[config.mk]
export PLATFORM = sky130hd
export DESIGN_NAME = stream_mux_arb
export DESIGN_NICKNAME = d
export VERILOG_FILES = /design/src/rtl/stream_mux_arb_pkg.sv /design/src/rtl/stream_mux_arb_rr_pick.sv /design/src/rtl/stream_mux_arb.sv
export SDC_FILE = /design/constraint.sdc
export NUM_CORES = 1
export LEC_CHECK = 0
export ABC_AREA = 0
export BUFFER_PORTS_ARGS = -buffer_cell sky130_fd_sc_hd__buf_2
export CAP_MARGIN = 20
export CORE_ASPECT_RATIO = 1.25
export CORE_UTILIZATION = 35
export DETAILED_ROUTE_END_ITERATION = 10
export HOLD_SLACK_MARGIN = 0.03
export PLACE_DENSITY = 0.64
export SYNTH_ARGS = -nofsm -noshare
export SYNTH_HDL_FRONTEND = slang
export SYNTH_SLANG_ARGS = --single-unit
export TNS_END_PERCENT = 1
[constraint.sdc]
create_clock -name clk -period 2.35 [get_ports clk]
set_input_delay 0.47 -clock clk [delete_from_list [all_inputs] [get_ports clk]]
set_output_delay 0.47 -clock clk [all_outputs]
set_load 0.02 [all_outputs]
[src/rtl/stream_mux_arb_pkg.sv]
// mux_pkg: shared types for the stream_mux_arb block.
//   mux_mode_t  : arbitration mode (forced select or round-robin)
//   mux_state_t : packet-lock FSM state
package mux_pkg;

  typedef enum logic {
    MODE_FIXED = 1'b0,
    MODE_RR    = 1'b1
  } mux_mode_t;

  typedef enum logic {
    ST_IDLE   = 1'b0,
    ST_LOCKED = 1'b1
  } mux_state_t;

endpackage

[src/rtl/stream_mux_arb_rr_pick.sv]
// rr_pick: rotating-priority request search.
//   req   : per-channel request vector
//   ptr   : last-served channel; search starts at ptr+1 and wraps
//   idx   : selected channel (0 when nothing is requested)
//   found : high when any request is set
module rr_pick #(
  parameter  int unsigned NUM_CH = 3,
  localparam int unsigned SEL_W  = (NUM_CH > 1) ? $clog2(NUM_CH) : 1
) (
  input  logic [NUM_CH-1:0] req,
  input  logic [SEL_W-1:0]  ptr,
  output logic [SEL_W-1:0]  idx,
  output logic              found
);

  // Two passes: channels above ptr first, then the wrapped range 0..ptr.
  always_comb begin
    idx   = '0;
    found = 1'b0;
    for (int c = 0; c < int'(NUM_CH); c++) begin
      if (!found && (c > int'(ptr)) && req[c]) begin
        found = 1'b1;
        idx   = SEL_W'(c);
      end
    end
    for (int c = 0; c < int'(NUM_CH); c++) begin
      if (!found && (c <= int'(ptr)) && req[c]) begin
        found = 1'b1;
        idx   = SEL_W'(c);
      end
    end
  end

endmodule

[src/rtl/stream_mux_arb.sv]
// stream_mux_arb: registered N-to-1 stream multiplexer with packet locking.
//   clk, reset_n           : clock, asynchronous active-low reset
//   mode, sel              : 0 = forced select via sel, 1 = round-robin
//   in_data/valid/last     : packed per-channel input streams
//   in_ready               : per-channel accept (combinational)
//   out_data/valid/last/ch : registered output word and its source channel
//   out_ready              : consumer accept
module stream_mux_arb
  import mux_pkg::*;
#(
  parameter  int unsigned WORD_SIZE = 16,
  parameter  int unsigned NUM_CH    = 3,
  localparam int unsigned SEL_W     = (NUM_CH > 1) ? $clog2(NUM_CH) : 1
) (
  input  logic                        clk,
  input  logic                        reset_n,
  input  logic                        mode,
  input  logic [SEL_W-1:0]            sel,
  input  logic [NUM_CH*WORD_SIZE-1:0] in_data,
  input  logic [NUM_CH-1:0]           in_valid,
  input  logic [NUM_CH-1:0]           in_last,
  output logic [NUM_CH-1:0]           in_ready,
  output logic [WORD_SIZE-1:0]        out_data,
  output logic                        out_valid,
  output logic                        out_last,
  output logic [SEL_W-1:0]            out_ch,
  input  logic                        out_ready
);

  mux_state_t r_state, w_state_next;

  logic [SEL_W-1:0]     r_lock_ch;
  logic [SEL_W-1:0]     r_rr_ptr;
  logic [WORD_SIZE-1:0] r_out_data;
  logic                 r_out_valid;
  logic                 r_out_last;
  logic [SEL_W-1:0]     r_out_ch;

  logic [SEL_W-1:0]     w_rr_idx;
  logic                 w_rr_found;
  logic [SEL_W-1:0]     w_grant;
  logic                 w_grant_valid;
  logic                 w_sel_ok;
  logic                 w_accept;
  logic                 w_xfer;
  logic                 w_xfer_last;
  logic [WORD_SIZE-1:0] w_xfer_data;

  rr_pick #(
    .NUM_CH (NUM_CH)
  ) u_rr_pick (
    .req   (in_valid),
    .ptr   (r_rr_ptr),
    .idx   (w_rr_idx),
    .found (w_rr_found)
  );

  assign w_accept = !r_out_valid || out_ready;
  assign w_sel_ok = (32'(sel) < NUM_CH);

  // FSM state register
  always_ff @(posedge clk or negedge reset_n) begin
    if (!reset_n) begin
      r_state <= ST_IDLE;
    end else begin
      r_state <= w_state_next;
    end
  end

  // FSM next state: a non-last word opens a lock, a last word closes it
  always_comb begin
    w_state_next = r_state;
    case (r_state)
      ST_IDLE:   if (w_xfer && !w_xfer_last) w_state_next = ST_LOCKED;
      ST_LOCKED: if (w_xfer &&  w_xfer_last) w_state_next = ST_IDLE;
      default:   w_state_next = ST_IDLE;
    endcase
  end

  // FSM outputs: grant selection and per-channel ready
  always_comb begin
    w_grant       = '0;
    w_grant_valid = 1'b0;
    case (r_state)
      ST_LOCKED: begin
        // Locked channel keeps the grant even while its valid is low.
        w_grant       = r_lock_ch;
        w_grant_valid = 1'b1;
      end
      default: begin
        if (mux_mode_t'(mode) == MODE_RR) begin
          w_grant       = w_rr_idx;
          w_grant_valid = w_rr_found;
        end else begin
          w_grant       = sel;
          w_grant_valid = w_sel_ok;
        end
      end
    endcase
    in_ready = '0;
    for (int i = 0; i < int'(NUM_CH); i++) begin
      if (w_accept && w_grant_valid && (SEL_W'(i) == w_grant)) in_ready[i] = 1'b1;
    end
  end

  // At most one in_ready bit is set, so this picks the transferring channel.
  always_comb begin
    w_xfer      = 1'b0;
    w_xfer_last = 1'b0;
    w_xfer_data = '0;
    for (int i = 0; i < int'(NUM_CH); i++) begin
      if (in_ready[i] && in_valid[i]) begin
        w_xfer      = 1'b1;
        w_xfer_last = in_last[i];
        w_xfer_data = in_data[i*WORD_SIZE +: WORD_SIZE];
      end
    end
  end

  // Lock channel and round-robin pointer
  always_ff @(posedge clk or negedge reset_n) begin
    if (!reset_n) begin
      r_lock_ch <= '0;
      r_rr_ptr  <= SEL_W'(NUM_CH - 1);
    end else if (w_xfer) begin
      r_lock_ch <= w_grant;
      if (w_xfer_last) r_rr_ptr <= w_grant;
    end
  end

  // Output register
  always_ff @(posedge clk or negedge reset_n) begin
    if (!reset_n) begin
      r_out_data  <= '0;
      r_out_valid <= 1'b0;
      r_out_last  <= 1'b0;
      r_out_ch    <= '0;
    end else if (w_xfer) begin
      r_out_data  <= w_xfer_data;
      r_out_valid <= 1'b1;
      r_out_last  <= w_xfer_last;
      r_out_ch    <= w_grant;
    end else if (w_accept) begin
      r_out_valid <= 1'b0;
    end
  end

  assign out_data  = r_out_data;
  assign out_valid = r_out_valid;
  assign out_last  = r_out_last;
  assign out_ch    = r_out_ch;

endmodule

---- Word level (Yosys, flattened, before mapping) ----
Cells that the tools add are included.
word-level totals
  word-level logic and storage cells ...... 72
  input bits .............................. 60
  register bits after elaboration ......... 23
  output and inout bits ................... 23
operators by class
  mux-type cells .......................... 31
  reduce and logical (&&, ||, !) cells .... 27
  bitwise logic cells ..................... 1
  $lt $le $gt $ge ......................... 5
  eq/ne operators ......................... 2
operators with widths
  cell                                                                            number
  16-bit 2-to-1 mux                                                               3
  1-bit 2-to-1 mux                                                                21
  1-bit logical AND                                                               17
  2-bit 2-to-1 mux                                                                6
  1-bit logical NOT                                                               6
  1-bit by 2-bit == test with 1-bit output, first input constant                  1
  2-bit == test, first input constant                                             1
  1-bit by 2-bit greater-than comparator with 1-bit output, first input constant  1
  2-bit greater-than comparator, first input constant                             1
  1-bit by 2-bit <= comparator with 1-bit output, first input constant            1
  2-bit <= comparator, first input constant                                       1
  2-bit logical NOT                                                               1
  2-bit < comparator, second input constant                                       1
  1-bit case mux with 2 select lines                                              1
  2-bit AND reduction                                                             1
  2-bit nonzero test                                                              1
  1-bit logical OR                                                                1
  1-bit NOT                                                                       1

---- Logic depth before layout (Yosys ltp) ----
Gate-level depths: netlist of the first run.
  word-level depth ........................ 31
  depth in mapped cells ................... 8
  depth with buffers taken out ............ 6

---- Hierarchy ----
A second synthesis of the first run with hierarchy kept.
unflattened totals
  cell total of the unflattened synthesis .. 149
  area, all modules ....................... 1367.6 um^2
modules (own cells, without submodules)
  module          area an instance (um^2)  cells an instance  times used  seq. area each (um^2)
  stream_mux_arb  1317.5                   141                1           576.8
  rr_pick         50.0                     8                  1           0.0

---- Worst setup path before layout of the first run ----
Ideal clock, no wire load.
  kind .................................... input to output
  start ................................... input in_valid[0]
  end ..................................... output in_ready[1]
  data required time ...................... 1.880 ns
  slack ................................... 0.198 ns
  data arrival time ....................... 1.682 ns
  buffers on the path ..................... 1
  stages .................................. 5
  path through ............................ buf_2 -> and2b_1 -> nand3_1 -> a21o_4 -> nor2_1
between the ends
  longest elaborated chain between the ends .. 15
RTL lines
  what                                                                           RTL line                      text
  start: declaration                                                             stream_mux_arb.sv:20          input logic [NUM_CH-1:0] in_valid,
  1-bit logical AND *                                                            stream_mux_arb_rr_pick.sv:27  if (!found && (c <= int'(ptr)) && req[c]) begin
  1-bit 2-to-1 mux                                                               stream_mux_arb_rr_pick.sv:27
  1-bit logical NOT                                                              stream_mux_arb_rr_pick.sv:27
  1-bit logical AND (2 in a row)                                                 stream_mux_arb_rr_pick.sv:27
  1-bit 2-to-1 mux                                                               stream_mux_arb_rr_pick.sv:27
  1-bit logical NOT                                                              stream_mux_arb_rr_pick.sv:27
  1-bit logical AND (2 in a row)                                                 stream_mux_arb_rr_pick.sv:27
  2-bit 2-to-1 mux or 1-bit 2-to-1 mux (tied branches)                           stream_mux_arb_rr_pick.sv:27
  2-bit 2-to-1 mux or 1-bit 2-to-1 mux (tied branches)                           stream_mux_arb.sv:91          if (mux_mode_t'(mode) == MODE_RR) begin
  2-bit 2-to-1 mux or 1-bit 2-to-1 mux (tied branches)                           stream_mux_arb.sv:84          case (r_state)
  1-bit by 2-bit == test with 1-bit output or 1-bit logical AND (tied branches)  stream_mux_arb.sv:102         if (w_accept && w_grant_valid && (SEL_W'(i) == w_grant)) in_ready[i] = 1'b1;
  1-bit logical AND *                                                            stream_mux_arb.sv:102
  1-bit 2-to-1 mux *                                                             stream_mux_arb.sv:102
  end: declaration                                                               stream_mux_arb.sv:22          output logic [NUM_CH-1:0] in_ready,
Every way passes the cells marked *; elsewhere a longest branch is shown, timed or not.

---- Final worst setup path of the first run ----
  start ................................... register r_rr_ptr[1]
  end ..................................... output in_ready[2]
between the ends
  longest elaborated chain between the ends .. 23
RTL lines
  what                                                      RTL line                      text
  start: declaration                                        stream_mux_arb.sv:33          logic [SEL_W-1:0] r_rr_ptr;
  start signal: assignment                                  stream_mux_arb.sv:124         r_rr_ptr <= SEL_W'(NUM_CH - 1);
  start signal: assignment                                  stream_mux_arb.sv:127         if (w_xfer_last) r_rr_ptr <= w_grant;
  1-bit by 2-bit greater-than comparator with 1-bit output  stream_mux_arb_rr_pick.sv:21  if (!found && (c > int'(ptr)) && req[c]) begin
  1-bit logical AND                                         stream_mux_arb_rr_pick.sv:21
  1-bit 2-to-1 mux                                          stream_mux_arb_rr_pick.sv:21
  1-bit logical NOT                                         stream_mux_arb_rr_pick.sv:21
  1-bit logical AND (2 in a row)                            stream_mux_arb_rr_pick.sv:21
  1-bit 2-to-1 mux                                          stream_mux_arb_rr_pick.sv:21
  1-bit logical NOT                                         stream_mux_arb_rr_pick.sv:27
  1-bit logical AND                                         stream_mux_arb_rr_pick.sv:27
  [... 5 more ...]                                          n/a
  1-bit logical NOT                                         stream_mux_arb_rr_pick.sv:27
  1-bit logical AND (2 in a row)                            stream_mux_arb_rr_pick.sv:27
  2-bit 2-to-1 mux or 1-bit 2-to-1 mux (tied branches)      stream_mux_arb_rr_pick.sv:27
  2-bit 2-to-1 mux or 1-bit 2-to-1 mux (tied branches)      stream_mux_arb.sv:91
  2-bit 2-to-1 mux or 1-bit 2-to-1 mux (tied branches)      stream_mux_arb.sv:84
  2-bit == test or 1-bit logical AND (tied branches)        stream_mux_arb.sv:102
  1-bit logical AND *                                       stream_mux_arb.sv:102
  1-bit 2-to-1 mux *                                        stream_mux_arb.sv:102
Marked as above.

==> results of run 1 <==
[layout by cell type (no fill, tap or decap), types with 2 or more instances in the layout]
cell      count
a211oi_1      6
a21o_1        2
a21oi_1       4
a221o_1       7
a222oi_1     11
a31oi_1       5
and2b_1       2
buf_12        3
buf_2        82
buf_4        11
clkbuf_8      3
dfrtp_1      22
inv_1         5
nand2_1      12
nand2b_1      2
nor2_1       12
nor3_4        2
o211ai_1      2
o21ai_0      14
o21ai_1      10
o21ai_2       2
[path summary, 6_finish.rpt]
path                       slack (ps)      endpoint  depth (start not counted)         start
setup reg to reg                   90   out_data[8]                          8   r_rr_ptr[1]
hold reg to reg                   510  out_data[11]                          1  out_data[11]
max in group asynchronous        1820   r_rr_ptr[1]                          1       reset_n
min in group clk                  440  out_data[11]                          2   in_data[43]
hold / removal                    170  out_data[12]                          1       reset_n
setup / recovery                   30   in_ready[2]                          5   r_rr_ptr[1]
[cell families (layout without fill, tap and decap cells)]
family | Yosys count | in the layout | synth area share
AOI/OAI and AO/OA | 76 | 76 | 0.4140
buffers and inverters | 13 | 105 | 0.04591
and+or+nand+nor | 41 | 41 | 0.1553
DFF | 23 | 23 | 0.3848
[flip-flops by register name (all words and copies together) (netlist names), named ones only]
name	flops
r_lock_ch	2
out_last	1
out_valid	1
r_rr_ptr	2
out_data	16
[per-layer routing]
layer,vias up,GRT usage
li1,800,-
met1,763,0.2441
met2,79,0.3468
met3,8,0.02234
met4,0,0.07576
met5,-,0
[worst max-delay path, stage by stage, from the launching register on]
cell and delay [ps]:
dfstp_2 570, and4b_1 240, or3_4 380, o211ai_2 180
nor2_1 50, buf_2 160
[area by class of cell]
type,instances,area [µm²],share of cell area
flip-flops and latches,23,576.8,0.2710
multi-input cells,117,864.6,0.4062
repair buffers,96,553.0,0.2598
inverters,5,18.77,0.008818
well taps,56,70.07,0.03292
clock buffers,4,45.04,0.02116
[metrics by stage]
stage            util  worst slack, ps
6_report       0.5192            33.67
4_1_cts        0.5147            10.80
3_3_place_gp   0.5018            21.55
3_5_place_dp   0.5018            20.96
5_1_grt        0.5192           -26.88
2_1_floorplan       -            198.2
[report_power, final]
group / switching [mW] / internal [mW] / total (mW)
Combinational: 1.07 / 0.802 / 1.87
Sequential: 0.111 / 0.593 / 0.704
Clock: 0.119 / 0.121 / 0.240
Total: 1.30 / 1.52 / 2.82
[what timing repair did]
action                                  CTS  global route
gates resized for setup                   0             2
pin swaps                                 1             2
endpoints found under the setup margin    1            12
gates cloned                              0             0
setup buffers                             1             1
==> results.tsv, run 1 <==
metric	value	unit
status	completed	
Root Buffer	clkbuf_8	
total number of vias	1650	
clk_lat worst skew	260	ps
Final min period	2316	ps
top post-synthesis cells by count	dfrtp_1 (22), o21ai_0 (14), nand2_1 (12), nor2_1 (12), a222oi_1 (11)	
antenna-violating nets left	0	
DRC viols	0	
Pleak	1.018	nW
M1 wire length	1.889	mm
max_cap viols	0	
slew margin rel.	0.6607	
met3 WL post-DR	255	µm
peak fanout along the critical path	5	
flops & latches, synth	23	
fin cells	301	
Avg Vias per Cell	5.482	
met2 WL	2.141	mm
P&R area growth vs syn	41.99	%
Die Y	75.17	µm
GRT Resource Usage Total	0.1971	
first-pass GRT wire length	6.831	mm
CP startpoint kind	register	
# rows	26	
ranking of synthesized cells by area	dfrtp_1 (37%), a222oi_1 (7.3%), a221o_1 (4.7%)	
worst min path class	input port to async pin	
initial core utilization	0.3657	
vias in the first global route	1579	
critical path type	register to output pin	
Placed Cells	295	
Cell Pwr Density	1323	mW/mm²
final net count	306	
leading area contributor after synthesis	dfrtp_1	
synth unique cells	46	
register area share after synthesis	0.3848	
initial antenna violation count	0	
Pre-Repair DR Iteration Count	5	
Max VDD drop	0.6547	mV
CTS tree	built	
max layer used	met4	
hpwl dp	3.424	mm
io pins	83	
1st-iter DRT viols	111	
# clock sinks	23	
# diodes	0	
Post-synth ARST share	1.000	
EDFF count, synth	0	
Syn Inst Count	153	
Reg clk slew, reported paths	80	ps
Ys Warns	0	
Die Width	60.54	µm
die area	0.004550	mm²
Core ar.	0.004099	mm²
clock tree buffer depth	2	
final instance area	0.002128	mm²
Max Slew Vio Count	0	
Syn Area/Cell	9.797	µm²
post-layout total power	2.815	mW
area share of the largest cell type after synthesis	0.3673	
Arr. time, crit path	1850	ps
TNS Setup	0	ps
Final Skew	5.861	ps
TritonCTS buffer count	3	
fmax	431.7	MHz
layout cells sized above 1	0.4816	
Placement Cell Area	0.002057	mm²
CP endpoint kind	output pin	
CTS H-Tree Depth	1	
largest net degree at the start of global routing	24	
# fillers	407	
most frequent cell after synthesis	dfrtp_1	
syn_nets	213	
Placer Congestion	0.8521	
Hold Fails Final Rpt	0	
RSZ-0062 raised after global routing	yes	
worst-margin pin slew	508.9	ps
Final Cycle Share	0.9857	
total grt overflow	0	
WP data required	1880	ps
WL/cell	14.46	µm
Post-CTS Hold Fix Bufs	0	
input/output buffers	82	
WL final	4.351	mm
Setup Viol. Count Final	0	
Post-Synthesis Cell Area	0.001499	mm²
Post-synth top flop	dfrtp_1	
hold_ws	174.6	ps
(Power assumes the default switching activity.)
==> inputs of run 2 (changes only) <==
- BUFFER_PORTS_ARGS: -buffer_cell sky130_fd_sc_hd__buf_2 -> -buffer_cell sky130_fd_sc_hd__clkbuf_2
- PLACE_DENSITY: 0.64 -> default
- PLACE_DENSITY_LB_ADDON: default -> 0.05
==> results.tsv, run 2 (synthesis gave the netlist of run 1 again) <==
metric	value	unit
status	completed	
layout cells sized above 1	0.4877	
Cell Pwr Density	1319	mW/mm²
Pleak	1.028	nW
CTS H-Tree Depth	1	
antenna-violating nets left	0	
M3 GR Usage	0.01546	
Final min period	2310	ps
input/output buffers	82	
# diodes	0	
CP startpoint kind	register	
first-pass GRT wire length	7.265	mm
die area	0.004550	mm²
Reg clk slew, reported paths	80	ps
CP endpoint kind	output pin	
Max Slew Vio Count	0	
initial core utilization	0.3657	
# clock sinks	23	
clock tree buffer depth	2	
hpwl dp	3.505	mm
critical path launch point	r_rr_ptr[1]	
clk_lat worst skew	260	ps
max reg flops	16	
peak fanout along the critical path	5	
Max VDD drop	0.5336	mV
Hold Fails Final Rpt	0	
gr busiest metal	met2	
CTS tree	built	
DRC viols	0	
final net count	305	
RSZ-0062 raised after global routing	yes	
vias in the first global route	1603	
1st-iter DRT viols	112	
worst min path class	input port to async pin	
total number of vias	1601	
total grt overflow	0	
Place WS	-38.83	ps
fmax	433.0	MHz
Final Cycle Share	0.9828	
slew margin rel.	0.6171	
io pins	83	
initial antenna violation count	0	
Die Y	75.17	µm
GRT Resource Usage Total	0.2139	
met1 usage	0.2605	
Placed Cells	295	
post-layout total power	2.823	mW
Pre-Repair DR Iteration Count	5	
fin cells	300	
Arr. time, crit path	1840	ps
Core ar.	0.004099	mm²
max_cap viols	0	
Placer Congestion	0.8562	
WL final	4.411	mm
worst-margin pin slew	574.4	ps
routing usage on met2	0.3932	
largest net degree at the start of global routing	24	
# rows	26	
WP data required	1880	ps
Root Buffer	clkbuf_8	
Final WS setup	40.45	ps
hold_ws	185.5	ps
P&R area growth vs syn	42.82	%
WL/cell	14.70	µm
most frequent cells in the layout	clkbuf_2 (82), dfrtp_1 (22), o21ai_0 (13), nor2_1 (12), nand2_1 (12)	
most common cell after layout, fill and taps aside	clkbuf_2	
Avg Vias per Cell	5.337	
Die Width	60.54	µm
RR Startpoint	r_rr_ptr[1]	
Final Skew	1.863	ps
critical path type	register to output pin	
TritonCTS buffer count	3	
Setup Viol. Count Final	0	
-- run 2: changes by cell type in the layout (fill, tap and decap cells not counted), sizes merged --
cell    change
buf        -83
clkbuf     +81
clkinv      +1
-- run 2: metrics by stage --
step | TNS [ps] | cell area [µm²] | util
2_1_floorplan | 0 | 1499 | -
3_5_place_dp | -38.83 | 2069 | 0.5049
6_report | 0 | 2141 | 0.5223
3_3_place_gp | 0 | 2069 | 0.5049
5_1_grt | -212.1 | 2141 | 0.5223
4_1_cts | 0 | 2123 | 0.5180
-- run 2: routing by layer --
layer,share of wire,vias up
met5,0,-
met4,0.0057,0
met3,0.042,2
met2,0.54,57
met1,0.41,744
li1,-,798
-- run 2: final timing paths --
path	to	slack (ps)	cells after the start
min reg2reg	out_data[13]	520	2
min in group clk	out_data[6]	440	2
max reg2reg	out_data[15]	60	8
max	in_ready[2]	40	5
max in group asynchronous	out_data[10]	1790	1
min	out_data[14]	190	1
-- run 2: cell type report --
cell class | instances | area [µm²]
Clock inverter | 1 | 5.005
Timing Repair Buffer | 95 | 558.0
Clock buffer | 3 | 41.29
Inverter | 5 | 18.77
Sequential cell | 23 | 576.8
Multi-Input combinational cell | 117 | 870.8
Tap cell | 56 | 70.07
Fill cell | 434 | 1958
-- run 2: worst max-delay path, cell delays in order, from the launching register on --
cell and delay (ps):
dfstp_2 580, and4b_2 260, or3_4 340, o211ai_2 180
nor2_1 70, clkbuf_2 160
-- run 2: power breakdown --
| group | switching (mW) | internal (mW) | leakage, nW |
|---|---|---|---|
| combinational | 1.05 | 0.797 | 0.720 |
| clock | 0.128 | 0.118 | 0.0255 |
| sequential | 0.135 | 0.592 | 0.282 |
| total | 1.32 | 1.51 | 1.03 |
-- run 2: repair_timing --
action                                 CTS  global route
resized for setup                        0             5
pin swaps                                1             4
endpoints found under the hold margin    0             0
buffers inserted                         1             0
setup endpoints to repair                1             7
cloned                                   0             0
hold buffers                             0             0
==> inputs of run 3 (changes only) <==
- ABC_AREA: 0 -> 1
- CORE_UTILIZATION: 35 -> 45
==> results.tsv, run 3 <==
metric	value	unit
first-pass GRT wire length	6.410	mm
Hold Fails Final Rpt	0	
RR Startpoint	r_rr_ptr[1]	
Cell Pwr Density	1273	mW/mm²
flops & latches, synth	23	
combinational share of power	0.627	
GRT Resource Usage Total	0.2366	
Sequential Power Share	0.280	
EDFF count, synth	0	
P&R area growth vs syn	31.37	%
Die Y	68.15	µm
fmax	448.2	MHz
Setup Viol. Count Final	0	
Pre-Repair DR Iteration Count	4	
clock tree buffer depth	2	
Root Buffer	clkbuf_8	
CP startpoint kind	register	
1st-iter DRT viols	32	
total grt overflow	0	
CTS H-Tree Depth	1	
die area	0.003743	mm²
Final Util	0.6308	
Placed Cells	352	
register area share after synthesis	0.3662	
# rows	23	
cell internal pwr	1.308	mW
Final WS setup	118.6	ps
DRC viols	0	
TNS Setup	0	ps
Syn Area/Cell	6.675	µm²
flop2flop setup slack	400	ps
WP data required	1880	ps
critical path type	register to output pin	
slew margin rel.	0.6286	
Die Width	54.92	µm
most frequent cell after synthesis	nand2_1	
Post-CTS Hold Fix Bufs	0	
clock share of power	0.093	
initial antenna violation count	0	
worst min path class	input port to async pin	
most frequent cells in the layout	clkbuf_2 (82), nand2_1 (70), nor2_1 (40), nand4_1 (36), inv_1 (25)	
setup bufs post-CTS	0	
Placement Cell Area	0.002019	mm²
layout cells sized above 1	0.3480	
Final Cycle Share	0.9495	
Max VDD drop	0.7970	mV
Final Skew	5.682	ps
max reg flops	16	
fin cells	356	
Critical Path End	in_ready[0]	
Switching Share	0.5036	
routing usage on met2	0.4503	
synth unique cells	24	
area share of the largest cell type after synthesis	0.3495	
most common cell after layout, fill and taps aside	clkbuf_2	
largest net degree at the start of global routing	26	
TritonCTS buffer count	3	
Arr. time, crit path	1760	ps
max_cap viols	0	
CTS tree	built	
final net count	380	
peak fanout along the critical path	25	
RSZ-0062 raised after global routing	no	
Core ar.	0.003281	mm²
clk_lat worst skew	260	ps
CP endpoint kind	output pin	
input/output buffers	82	
Max Slew Vio Count	0	
vias in the first global route	1502	
gr busiest metal	met2	
syn_nets	296	
final instance area	0.002069	mm²
Avg Vias per Cell	4.975	
WL/cell	11.60	µm
Psw	1.327	mW
Place WS	288.3	ps
status	completed	
antenna-violating nets left	0	
total number of vias	1771	
leading area contributor after synthesis	dfrtp_1	
worst-margin pin slew	557.1	ps
Ys Warns	0	
ranking of synthesized cells by area	dfrtp_1 (35%), nand2_1 (17%), nand4_1 (14%)	
Pleak	1.311	nW
io pins	83	
worst r2r path cells	12	
Placer Congestion	0.7978	
hpwl dp	3.238	mm
top post-synthesis cells by count	nand2_1 (70), nor2_1 (40), nand4_1 (36)	
Post-synth ARST share	1.000	
WL final	4.131	mm
Reg clk slew, reported paths	80	ps
# diodes	0	
initial core utilization	0.4802	
Post-Synthesis Cell Area	0.001575	mm²
Critical R2R Capture	out_data[7]	
critical path launch point	r_rr_ptr[1]	
Syn Inst Count	236	
M3 GR Usage	0.02889	
# clock sinks	23	
Post-synth top flop	dfrtp_1	
Final min period	2231	ps
met1 usage	0.2647	
[run 3: worst min-delay path by stage]
stage                              end  cells past startpoint
after floorplan              async pin                      0
after global placement    out_data[14]                      2
after detailed placement  out_data[14]                      2
after CTS                  r_rr_ptr[0]                      1
after global routing         out_valid                      1
final                      r_rr_ptr[0]                      1
[run 3: timing repair]
| action | 4_1_cts | 5_1_grt |
|---|---|---|
| hold endpoints to repair | 0 | 0 |
| resized for setup | 0 | 1 |
| endpoints found under the setup margin | 0 | 1 |
[run 3: metrics by stage]
step / power (mW) / hold WS [ps]
6_report: 2.634 / 176.3
5_1_grt: 2.900 / 233.3
4_1_cts: 2.653 / 199.2
3_5_place_dp: 2.407 / 459.6
3_3_place_gp: 2.384 / 455.4
2_1_floorplan: 1.921 / 174.4
[run 3: power by group through the flow]
stage / sequential [mW] / clock [mW] / combinational, mW
3_5_place_dp: 0.742 / 0 / 1.67
3_3_place_gp: 0.745 / 0 / 1.64
6_report: 0.738 / 0.244 / 1.65
2_1_floorplan: 0.926 / 0 / 0.995
5_1_grt: 0.762 / 0.263 / 1.88
4_1_cts: 0.737 / 0.251 / 1.66
[run 3: critical path, cell delays in order, from the launching register on]
cell and delay [ps]:
dfstp_2 570, inv_2 50, nand2_2 70, nand3_1 60, o21ai_0 200, a21oi_2 110, buf_6 180, nand2_1 70
inv_1 30, clkbuf_2 140
[run 3: final cells by class]
type | count | area (µm²)
clock buffer | 3 | 41.29
clock inverter | 1 | 5.005
fill | 335 | 1211
inverter | 31 | 116.4
multi-input combinational | 169 | 794.5
sequential | 23 | 576.8
tap | 37 | 46.29
timing repair buffer | 92 | 489.2
[run 3: cells by family (layout without fill, tap and decap cells)]
| group | count (synthesis) | in the layout | synth area share |
|---|---|---|---|
| AND/OR/NAND/NOR | 163 | 163 | 0.4813 |
| buffers and inverters | 44 | 127 | 0.1295 |
| AO/OA/AOI/OAI | 6 | 6 | 0.02303 |
| flip-flops | 23 | 23 | 0.3662 |
[run 3: per-layer routing]
metal	up-vias	share of wire	wire [µm]
met2	45	0.55	2283
met4	0	0.011	45
met3	4	0.034	140
met5	-	0	0
met1	797	0.40	1661
li1	925	-	-
